## config.mk

```make
export PLATFORM = sky130hd
export DESIGN_NAME = wb_dma_copy
export DESIGN_NICKNAME = d
export VERILOG_FILES = /design/src/rtl/wb_dma_copy.sv
export SDC_FILE = /design/constraint.sdc
export NUM_CORES = 1
export LEC_CHECK = 0
export BUFFER_PORTS_ARGS = -buffer_cell sky130_fd_sc_hd__buf_2
export CAP_MARGIN = 25
export CORE_ASPECT_RATIO = 1.75
export CORE_MARGIN = 2
export CORE_UTILIZATION = 50
export DETAILED_ROUTE_END_ITERATION = 10
export PLACE_DENSITY = 0.85
export SLEW_MARGIN = 20
export SYNTH_ARGS = -nofsm -noshare
export SYNTH_HDL_FRONTEND = slang
export SYNTH_SLANG_ARGS = --single-unit
export TNS_END_PERCENT = 5
```

## constraint.sdc

```tcl
create_clock -name i_clk -period 2.5 [get_ports i_clk]
set_input_delay 0.125 -clock i_clk [delete_from_list [all_inputs] [get_ports i_clk]]
set_output_delay 0.125 -clock i_clk [all_outputs]
set_load 0.02 [all_outputs]
```

## src/rtl/wb_dma_copy.sv

```systemverilog
// Single-channel Wishbone block-copy engine: a 4-word responder register port
// programs SRC/DST/LEN, and a classic initiator port moves one word at a time.
module wb_dma_copy #(
   parameter int AW = 32,
   parameter int DW = 32,
   parameter int SW = DW/8,
   parameter int LW = 16
) (
   input  logic          i_clk,
   input  logic          i_reset,
   input  logic          i_cyc,
   input  logic          i_stb,
   input  logic          i_we,
   input  logic [1:0]    i_addr,
   input  logic [DW-1:0] i_data,
   input  logic [SW-1:0] i_sel,
   output logic          o_ack,
   output logic [DW-1:0] o_data,
   output logic          o_err,
   output logic          o_mcyc,
   output logic          o_mstb,
   output logic          o_mwe,
   output logic [AW-1:0] o_maddr,
   output logic [DW-1:0] o_mdata,
   output logic [SW-1:0] o_msel,
   input  logic          i_mack,
   input  logic [DW-1:0] i_mdata,
   input  logic          i_merr,
   output logic          o_irq
);

   typedef enum logic [2:0] {S_IDLE, S_READ, S_WRITE, S_GAP, S_DONE} state_t;

   state_t        state_q, state_d;
   logic [AW-1:0] src_q, src_d;
   logic [AW-1:0] dst_q, dst_d;
   logic [LW-1:0] len_q, len_d;
   logic [LW-1:0] len_dec;
   logic [DW-1:0] buf_q, buf_d;
   logic [DW-1:0] rdata_q, rdata_d;
   logic          irq_en_q, irq_en_d;
   logic          done_q, done_d;
   logic          err_q, err_d;
   logic          ack_q, ack_d;
   logic          busy;
   logic          reg_hit;
   logic          reg_wr;
   logic          bus_req;
   logic          unused_sel;

   // Byte selects are not honoured: the register port only takes full words.
   assign unused_sel = ^i_sel;

   assign busy    = (state_q != S_IDLE);
   assign reg_hit = i_cyc & i_stb & ~ack_q;
   assign reg_wr  = reg_hit & i_we;

   always_comb begin
      state_d  = state_q;
      src_d    = src_q;
      dst_d    = dst_q;
      len_d    = len_q;
      buf_d    = buf_q;
      rdata_d  = rdata_q;
      irq_en_d = irq_en_q;
      done_d   = done_q;
      err_d    = err_q;
      ack_d    = reg_hit;
      len_dec  = len_q - LW'(1);

      if (reg_hit && !i_we) begin
         case (i_addr)
            2'd0:    rdata_d = DW'(src_q);
            2'd1:    rdata_d = DW'(dst_q);
            2'd2:    rdata_d = DW'(len_q);
            default: rdata_d = DW'({err_q, done_q, irq_en_q, busy});
         endcase
      end

      if (reg_wr) begin
         case (i_addr)
            2'd0: if (!busy) src_d = AW'(i_data);
            2'd1: if (!busy) dst_d = AW'(i_data);
            2'd2: if (!busy) len_d = i_data[LW-1:0];
            default: begin
               irq_en_d = i_data[1];
               // Clear is applied before start so clear+start behaves like a fresh start.
               if (i_data[2]) begin
                  done_d = 1'b0;
                  err_d  = 1'b0;
               end
               if (i_data[0] && !busy) begin
                  if (len_q == '0) begin
                     done_d = 1'b1;
                  end else begin
                     done_d  = 1'b0;
                     err_d   = 1'b0;
                     state_d = S_READ;
                  end
               end
            end
         endcase
      end

      case (state_q)
         S_READ: begin
            if (i_merr) begin
               err_d   = 1'b1;
               state_d = S_IDLE;
            end else if (i_mack) begin
               buf_d   = i_mdata;
               state_d = S_WRITE;
            end
         end
         S_WRITE: begin
            if (i_merr) begin
               err_d   = 1'b1;
               state_d = S_IDLE;
            end else if (i_mack) begin
               src_d   = src_q + AW'(1);
               dst_d   = dst_q + AW'(1);
               len_d   = len_dec;
               state_d = (len_dec == '0) ? S_DONE : S_GAP;
            end
         end
         S_GAP:   state_d = S_READ;
         S_DONE: begin
            done_d  = 1'b1;
            state_d = S_IDLE;
         end
         default: ;
      endcase
   end

   always_ff @(posedge i_clk) begin
      if (i_reset) begin
         state_q  <= S_IDLE;
         src_q    <= '0;
         dst_q    <= '0;
         len_q    <= '0;
         buf_q    <= '0;
         rdata_q  <= '0;
         irq_en_q <= 1'b0;
         done_q   <= 1'b0;
         err_q    <= 1'b0;
         ack_q    <= 1'b0;
      end else begin
         state_q  <= state_d;
         src_q    <= src_d;
         dst_q    <= dst_d;
         len_q    <= len_d;
         buf_q    <= buf_d;
         rdata_q  <= rdata_d;
         irq_en_q <= irq_en_d;
         done_q   <= done_d;
         err_q    <= err_d;
         ack_q    <= ack_d;
      end
   end

   // Strobe is tied to cycle: classic single-beat transfers, held through wait states.
   assign bus_req = (state_q == S_READ) || (state_q == S_WRITE);
   assign o_mcyc  = bus_req;
   assign o_mstb  = bus_req;
   assign o_mwe   = (state_q == S_WRITE);
   assign o_maddr = (state_q == S_WRITE) ? dst_q : ((state_q == S_READ) ? src_q : '0);
   assign o_mdata = (state_q == S_WRITE) ? buf_q : '0;
   assign o_msel  = {SW{1'b1}};

   assign o_ack   = ack_q;
   assign o_data  = rdata_q;
   assign o_err   = 1'b0;
   assign o_irq   = irq_en_q & (done_q | err_q);

endmodule
```

==> metrics.txt, run 1 <==
Design Area, Final 10900 sq um; Reg power frac 0.436; EDFF count, synth 0; crit path max fanout 11; # nets final 1408; Multi-input gate area 4990 sq um; Least-Margin Pin Slew 0.679 ns; skew final 0.00989 ns; initial core utilization 0.514; syn_area_per_cell 7.56 sq um; sw power 1.44 mW; DR DRC count 0; Slew headroom 0.547; Routed Wire Length 31300 um; Tot GR Track Use 0.347; CTS HTree Levels 4; synthesized cell area 8450 sq um; synth unique cells 60; worst stage delay on the critical path 0.54 ns; CP arrival 2.78 ns; RSZ-0062 raised after global routing no; GPL Wtd Cong 0.967; Int Pwr 4.22 mW; Post-DRT Antenna Nets 0; initial DRC count 1116; synth warn 0; first-pass GRT wire length 49200 um; worst vdd ir 0.434 mV; leakage power 4.24 nW; Tmin final 2.43 ns; Non-Filler Instances 1564; Sw Share 0.255; fin crit share 0.971; PwrDens 519 nW/um^2; Yosys reg bits 151; max-slew violation count 0; port bufs 173; Register Area 3020 sq um; utilization after layout 0.663; die footprint 18000 sq um; chip height 176 um; Post-synth ARST share 0; combinational fraction of design power 0.081; CTS Buf Count 17; vias in the first global route 9865; Mapped Cells 1117; kind of start point of the critical path flop; I/O pins 183; status finished clean; CTS max path bufs 2; placed insts 1478; Setup violations, final 0; register clock-pin slew on the reported worst setup and hold paths 0.06 ns; drt wl/cell 20.0 um; die width 102 um; TritonRoute pass-1 iters 6; delay-heaviest family, CP simple AND/OR/NAND/NOR gates; grt total ovfl 0; Fillers 1356; dominant synthesized flop cell dfxtp_1; clock sink count 151; min-delay worst type primary input to flop; Skew-Pair Late Insertion Delay 0.44 ns; WP buf/inv 1; ordered cell list for the critical path or3b_4, nor2_2, nand3_1, buf_4, or3_1, a31oi_1; via/cell ratio 6.47; Sum Neg Setup Slack 0 ns; largest net degree at the start of global routing 55; Max stage delay cell, worst path nor2_2; detailed-placement wirelength estimate 20800 um; max cap viols 0; Worst EP required 2.86 ns; Layout area overhead 29.0%; clock power share 0.483; clock root buffer clkbuf_16; worst setup path class flop to flop; area of the core 16400 sq um; CTS tree done; CP endpoint kind flop; initial antenna violation count 0; share of cells above drive strength 1 0.223; final hold viol count 0; Cell Rows 62; placed inst area 9730 sq um; fmax 0.412 GHz; detailed-route via count 10100; sequential area share after synthesis 0.358
[routing by layer]
metal	up-vias	track usage	wire, um
met5	-	0	0
li1	4502	-	-
met2	730	0.595	15900
met1	4686	0.370	10500
met3	206	0.0673	2480
met4	0	0.248	2370
[registers in the layout (all words and copies together), names as in the netlist]
name / cells
buf_q: 32
dst_q: 32
o_data: 32
src_q: 32
len_q: 16
state_q: 3
done_q: 1
err_q: 1
irq_en_q: 1
o_ack: 1
[timing repair]
action / 4_1_cts / 5_1_grt
setup endpoints to repair: 51 / 83
endpoints found under the hold margin: 57 / 0
buffers inserted: 0 / 2
gates cloned: 0 / 0
hold buffers: 51 / 0
gates resized for setup: 2 / 4
[power by group through the flow]
stage          Combinational [mW]  Sequential [mW]  Clock [mW]
2_1_floorplan               0.200             2.52           0
3_3_place_gp                0.371             2.52           0
4_1_cts                     0.439             2.46        2.74
5_1_grt                     0.483             2.47        2.87
3_5_place_dp                0.375             2.52           0
6_report                    0.456             2.47        2.73
[stage by stage]
stage	power, mW	worst slack (ns)	hold WS [ns]
2_1_floorplan	2.72	0.335	0.261
3_3_place_gp	2.89	0.171	0.366
3_5_place_dp	2.89	0.100	0.373
4_1_cts	5.65	0.0196	0.000357
5_1_grt	5.82	0.0312	0.00945
6_report	5.66	0.0713	0.00134
[worst reg2reg max path, cell delays in order (launching register included)]
cell and delay, ns:
dfxtp_1 0.46, or3b_4 0.48, nor2_2 0.54, nand3_1 0.14, buf_4 0.22, or3_1 0.36, a31oi_1 0.16
[kinds of logic after synthesis]
kind of cell,Yosys count,share of synthesized area
mux,34,0.0465
fa+ha+maj,5,0.00740
other cells,2,0.000889
simple gates,464,0.275
compound gates,340,0.254
flops,151,0.358
buf+inv,121,0.0586
[final timing paths]
path	startpoint	to	slack [ns]	cells past startpoint
min reg2reg	buf_q[19]	buf_q[19]	0.45	2
min	i_data[12]	dst_q[12]	0.001	3
max reg2reg	state_q[1]	src_q[23]	0.07	6
max	state_q[1]	src_q[23]	0.07	6
[placed cells by master, fill, tap and decap left out, types with 4 or more instances in the layout]
| cell type | netlist | routed |
|---|---|---|
| dfxtp_1 | 151 | 151 |
| and3_1 | 12 | 12 |
| nor2b_1 | 4 | 4 |
| inv_1 | 22 | 22 |
| clkinvlp_4 | 0 | 4 |
| or4_1 | 11 | 10 |
| a31oi_1 | 40 | 40 |
| dlygate4sd3_1 | 0 | 51 |
| nor3_1 | 29 | 29 |
| a21oi_1 | 124 | 124 |
| a22oi_1 | 10 | 10 |
| a22o_1 | 25 | 25 |
| or3_1 | 25 | 25 |
| nor2_1 | 105 | 102 |
| a211oi_1 | 20 | 20 |
| nand2_1 | 143 | 143 |
| buf_4 | 6 | 58 |
| ha_1 | 5 | 5 |
| clkbuf_16 | 0 | 17 |
| mux4_2 | 4 | 4 |
| mux2i_1 | 28 | 28 |
| buf_2 | 9 | 172 |
| o21ai_0 | 53 | 53 |
| nand4_1 | 26 | 26 |
| and2_1 | 37 | 37 |
| buf_12 | 0 | 5 |
| nor4_1 | 11 | 9 |
| inv_6 | 0 | 4 |
| o311ai_0 | 4 | 4 |
| nor4_2 | 4 | 5 |
| conb_1 | 2 | 5 |
| a2bb2oi_1 | 5 | 5 |
| or2_2 | 7 | 7 |
| a41oi_1 | 5 | 5 |
| nand3_1 | 30 | 30 |
| a32oi_1 | 16 | 16 |
| o211ai_1 | 20 | 20 |
[synth_stat cells, drive strengths merged (3+ instances only)]
cell type,instances,share of area
a211oi,20,0.018
a21oi,124,0.073
a22o,25,0.026
a22oi,10,0.0089
a2bb2oi,5,0.0052
a311oi,3,0.0031
a31oi,40,0.030
a32oi,16,0.017
a41oi,5,0.0052
and2,37,0.027
and3,12,0.0089
buf,18,0.013
clkbuf,81,0.036
dfxtp,151,0.36
ha,5,0.0074
inv,22,0.0098
mux2i,28,0.033
mux4,4,0.011
nand2,143,0.064
nand3,31,0.019
nand3b,3,0.0027
nand4,26,0.019
nor2,105,0.047
nor2b,4,0.0030
nor3,29,0.017
nor4,17,0.019
nor4b,4,0.0041
o211ai,20,0.018
o21ai,53,0.031
o311ai,4,0.0041
or2,7,0.0052
or3,25,0.019
or4,11,0.0098
or4b,3,0.0036
[layout make-up]
| cell class | count | area share |
|---|---|---|
| Multi-Input combinational cell | 848 | 0.457 |
| Sequential cell | 151 | 0.277 |
| Timing Repair Buffer | 286 | 0.175 |
| Clock buffer | 17 | 0.0390 |
| Tap cell | 224 | 0.0257 |
| Clock inverter | 15 | 0.0177 |
| Inverter | 22 | 0.00758 |
| Antenna cell | 1 | 0.000230 |
No activity file was read; power rests on OpenSTA's default activity.
==> run 2: changes to the inputs <==
Settings changed: SETUP_SLACK_MARGIN from default to 0.15.
==> metrics.txt, run 2 (synthesis results as in run 1) <==
port bufs 173 (unchanged); Reg power frac 0.435 (about the same); Least-Margin Pin Slew 0.993 ns (+0.314 ns); GPL Wtd Cong 0.967 (unchanged); # nets final 1408 (unchanged); share of cells above drive strength 1 0.226 (+0.00299); crit path max fanout 14 (+3); RSZ-0062 raised after global routing yes; drt wl/cell 20.1 um (+0.33%); first-pass GRT wire length 49300 um (+0.32%); max cap viols 0 (unchanged); dpl ws 0.100 ns (unchanged); Worst EP required 2.87 ns (about the same); die footprint 18000 sq um (unchanged); sw power 1.45 mW (+1.0%); min-delay worst type primary input to flop; kind of start point of the critical path primary input; commonest non-fill, non-tap cell in the layout buf_2; CP endpoint kind flop; status finished clean; fin crit share 0.944 (-0.0270); I/O pins 183 (unchanged); largest net degree at the start of global routing 55 (unchanged); clock sink count 151 (unchanged); CP arrival 2.73 ns (-0.05 ns); Slew headroom 0.335 (-0.212); Tot GR Track Use 0.348 (+0.00122); CTS tree done; CTS HTree Levels 4 (unchanged); initial antenna violation count 0 (unchanged); worst setup path class primary input to flop; die width 102 um (unchanged); most frequent cells in the layout 172 x buf_2, 149 x dfxtp_1, 143 x nand2_1; Int Pwr 4.22 mW (about the same); clock power share 0.484 (about the same); placed inst area 9730 sq um (unchanged); initial DRC count 1170 (+4.8%); chip height 176 um (unchanged); Design Area, Final 10900 sq um (+0.31%); Cell Rows 62 (unchanged); clock root buffer clkbuf_16; initial core utilization 0.514 (unchanged); skew final 0.00849 ns (-0.00139 ns); TritonRoute pass-1 iters 7 (+1); setup ws final 0.139 ns (+0.0676 ns); detailed-placement wirelength estimate 20800 um (unchanged); Fillers 1349 (-0.52%); leakage power 4.24 nW (about the same); worst hold-check slack 0.00113 ns (-0.000208 ns); area of the core 16400 sq um (unchanged); combinational fraction of design power 0.081 (about the same); worst vdd ir 0.434 mV (about the same); via/cell ratio 6.49 (+0.25%); CTS Buf Count 17 (unchanged); Tmin final 2.36 ns (-0.0676 ns); Post-DRT Antenna Nets 0 (unchanged); vias in the first global route 9893 (+0.28%); Skew-Pair Late Insertion Delay 0.43 ns (about the same); Setup violations, final 0 (unchanged); PwrDens 519 nW/um^2 (about the same); Sw Share 0.256 (+0.00183); grt total ovfl 0 (unchanged); DR DRC count 0 (unchanged); Layout area overhead 29.4%; CTS max path bufs 2 (unchanged); Sum Neg Setup Slack 0 ns (unchanged); max-slew violation count 0 (unchanged); Routed Wire Length 31400 um (+0.33%); register clock-pin slew on the reported worst setup and hold paths 0.07 ns (about the same); final hold viol count 0 (unchanged); detailed-route via count 10100 (+0.25%); fmax 0.424 GHz (+2.9%)
## run 2: power by group through the flow
stage / combinational (mW) / sequential [mW] / clock (mW)
after global routing: 0.487 / 2.47 / 2.87
after CTS: 0.440 / 2.46 / 2.74
after global placement: 0.371 / 2.52 / 0
after floorplan: 0.200 / 2.52 / 0
final: 0.461 / 2.47 / 2.75
after detailed placement: 0.375 / 2.52 / 0
## run 2: cell type report
class / count / area (sq um) / share of cell area
flip-flops and latches: 151 / 3030 / 0.277
inverters: 22 / 82.6 / 0.00755
clock buffers: 17 / 425 / 0.0389
multi-input cells: 848 / 5020 / 0.459
repair buffers: 286 / 1910 / 0.174
well taps: 224 / 280 / 0.0256
clock inverters: 15 / 193 / 0.0176
diodes: 1 / 2.50 / 0.000229
## run 2: worst paths after layout
| check | start | end | slack (ns) | cells past startpoint |
|---|---|---|---|---|
| hold / removal | i_data[12] | dst_q[12] | 0.001 | 3 |
| setup / recovery | i_merr | src_q[4] | 0.14 | 8 |
| hold reg to reg | buf_q[19] | buf_q[19] | 0.45 | 2 |
| setup reg to reg | state_q[2] | src_q[4] | 0.21 | 6 |
## run 2: worst max-delay path, stage by stage
cell           delay [ns]
dlygate4sd3_1        0.52
buf_2                0.16
nand2b_1             0.36
nor2_4               0.16
buf_12               0.18
nor2_1               0.76
o21ai_0              0.27
a21oi_1              0.19
## run 2: what timing repair did
action / CTS / global route
buffers inserted: 2 / 0
endpoints found under the hold margin: 57 / 0
hold buffers: 51 / 0
pin swaps: 0 / 1
resized for setup: 4 / 9
gates cloned: 0 / 0
endpoints found under the setup margin: 84 / 90
## run 2: through the flow
| step | total power, mW | std cells | utilization |
|---|---|---|---|
| 6_report | 5.67 | 1564 | 0.665 |
| 4_1_cts | 5.65 | 1563 | 0.662 |
| 3_3_place_gp | 2.89 | 1478 | 0.592 |
| 2_1_floorplan | 2.72 | 1120 | - |
| 3_5_place_dp | 2.89 | 1478 | 0.592 |
| 5_1_grt | 5.82 | 1563 | 0.665 |
## run 2: routing by layer
layer | GRT usage | vias to the layer above | wire, um
met5 | 0 | - | 0
met4 | 0.246 | 0 | 2470
met3 | 0.0665 | 225 | 2390
met2 | 0.600 | 726 | 15900
met1 | 0.371 | 4690 | 10600
li1 | - | 4508 | -
==> run 3: changes to the inputs <==
Settings changed: BUFFER_PORTS_ARGS -buffer_cell sky130_fd_sc_hd__buf_2 to default, DONT_BUFFER_PORTS from default to 1, PLACE_DENSITY 0.85 to 0.76.
==> metrics.txt, run 3 (synthesis results as in run 1) <==
status finished clean; port bufs 0 (-100%); Levels on crit path 7 (-1); Design Area, Final 10300 sq um (-5.4%); PwrDens 523 nW/um^2 (+0.71%); crit path max fanout 16 (+2); Setup violations, final 0 (unchanged); CTS max path bufs 2 (unchanged); detailed-route via count 9381 (-7.6%); max-slew violation count 0 (unchanged); CTS HTree Levels 4 (unchanged); I/O pins 183 (unchanged); worst vdd ir 0.395 mV (-8.8%); chip height 176 um (unchanged); Top Usage Layer GRT met2; Tmin final 2.35 ns (-0.0115 ns); share of cells above drive strength 1 0.115 (-0.111); RSZ-0062 raised after global routing yes; DR DRC count 0 (unchanged); vias in the first global route 8950 (-9.5%); clock root buffer clkbuf_16; worst setup path class flop to flop; max cap viols 0 (unchanged); Layout area overhead 22.4%; area of the core 16400 sq um (unchanged); initial antenna violation count 1 (+1); skew final 0.0114 ns (+0.00290 ns); r2r setup slk 0.15 ns (-0.06 ns); leakage power 3.62 nW (-15%); CTS Buf Count 17 (unchanged); crit path from state_q[1]; worst r2r path cells 7 (+1); Sum Neg Setup Slack 0 ns (unchanged); via/cell ratio 6.57 (+1.3%); min-delay worst type primary input to flop; worst stage delay on the critical path 0.50 ns (-0.26 ns); fmax 0.426 GHz (+0.49%); delay-heaviest family, CP simple AND/OR/NAND/NOR gates; detailed-placement wirelength estimate 20000 um (-3.7%); CP arrival 2.62 ns (-0.11 ns); Max stage delay cell, worst path or3b_4; WP buf/inv 2 (-1); Tot GR Track Use 0.330 (-0.0182); fin crit share 0.940 (-0.00459); die footprint 18000 sq um (unchanged); register clock-pin slew on the reported worst setup and hold paths 0.07 ns (about the same); Worst EP required 2.78 ns (-0.09 ns); CP endpoint kind flop; reg-to-reg startpoint state_q[1]; GPL Wtd Cong 1.00 (+3.8%); Least-Margin Pin Slew 1.02 ns (+0.0259 ns); Slew headroom 0.318 (-0.0171); Fillers 1434 (+6.3%); Routed Wire Length 30100 um (-4.1%); TritonRoute pass-1 iters 6 (-1); ordered cell list for the critical path or3b_4, buf_4, nor2_2, buf_4, nor2_1, o21ai_0, a31oi_1; Multi-input gate area 4990 sq um (-0.55%); met1 usage 0.349 (-0.0213); initial core utilization 0.514 (unchanged); drt wl/cell 21.1 um (+5.1%); commonest non-fill, non-tap cell in the layout dfxtp_1; Cell Rows 62 (unchanged); die width 102 um (unchanged); Register Area 3020 sq um (about the same); placed inst area 8950 sq um (-8.0%); met2 Use GR 0.572 (-0.0282); grt total ovfl 0 (unchanged); CTS tree done; Global Route met3 Usage 0.0665 (unchanged); most frequent cells in the layout 150 x dfxtp_1, 142 x nand2_1, 124 x a21oi_1; Crit path top cell by count buf_4; final hold viol count 0 (unchanged); kind of start point of the critical path flop; Overall Power 5.41 mW (-4.7%); Skew-Pair Late Insertion Delay 0.43 ns (about the same); first-pass GRT wire length 46500 um (-5.8%); # nets final 1271 (-9.7%); Post-DRT Antenna Nets 0 (unchanged); initial DRC count 940 (-20%); Worst Setup EP len_q[9]; largest net degree at the start of global routing 121 (+120%); clock sink count 151 (unchanged); Crit Reg-Reg Endpoint len_q[9]
## run 3: cell types whose count changed in the layout (fill, tap and decap cells not counted), sizes merged
cell / previous run / this run
inv: 27 / 31
buf: 235 / 75
dlygate4sd3: 51 / 74
clkinv: 3 / 1
bufinv: 3 / 1
## run 3: worst min-delay path by stage
stage / from / end / slack [ns] / cells after the start
final: i_data[1] / len_q[1] / 0.008 / 2
after global routing: i_addr[1] / o_data[5] / 0.02 / 3
after CTS: i_addr[1] / o_data[5] / 0.002 / 3
after detailed placement: i_reset / buf_q[27] / 0.21 / 1
after global placement: i_reset / o_data[2] / 0.20 / 1
after floorplan: i_mdata[0] / buf_q[0] / 0.26 / 2
## run 3: worst reg2reg max path, delay by kind of cell (launching register included)
| kind | cells | cell delay (ns) |
|---|---|---|
| simple gates | 3 | 0.98 |
| buf+inv | 2 | 0.49 |
| flops | 1 | 0.41 |
| compound gates | 2 | 0.32 |
## run 3: power breakdown
part | internal [mW] | switching [mW]
combinational | 0.142 | 0.193
sequential | 2.43 | 0.0463
clock | 1.41 | 1.18
total | 3.99 | 1.42
## run 3: area by class of cell
type,instances,share of cell area
inverters,22,0.00798
clock buffers,17,0.0411
diodes,1,0.000242
flip-flops and latches,151,0.292
well taps,224,0.0271
repair buffers,149,0.134
multi-input cells,848,0.482
clock inverters,15,0.0155
## run 3: what timing repair did
action | 4_1_cts | 5_1_grt
endpoints found under the setup margin | 38 | 131
resized for setup | 1 | 4
endpoints found under the hold margin | 150 | 0
hold buffers | 75 | 0
pin swaps | 0 | 1
buffers inserted | 0 | 2
## run 3: metal layers
| metal | vias to the layer above | part of all wire | routed length, um |
|---|---|---|---|
| met2 | 625 | 0.50 | 15200 |
| li1 | 4224 | - | - |
| met1 | 4362 | 0.34 | 10200 |
| met3 | 170 | 0.082 | 2480 |
| met4 | 0 | 0.073 | 2200 |
| met5 | - | 0 | 0 |
## run 3: per-stage QoR
stage	setup slack [ns]	utilization	std cells	hold slack (ns)
detailed placement	0.211	0.544	1317	0.208
finish	0.150	0.629	1427	0.00817
global route	0.0756	0.629	1427	0.0228
floorplan	0.335	-	1120	0.261
global placement	0.266	0.544	1317	0.205
CTS	0.116	0.627	1424	0.00231
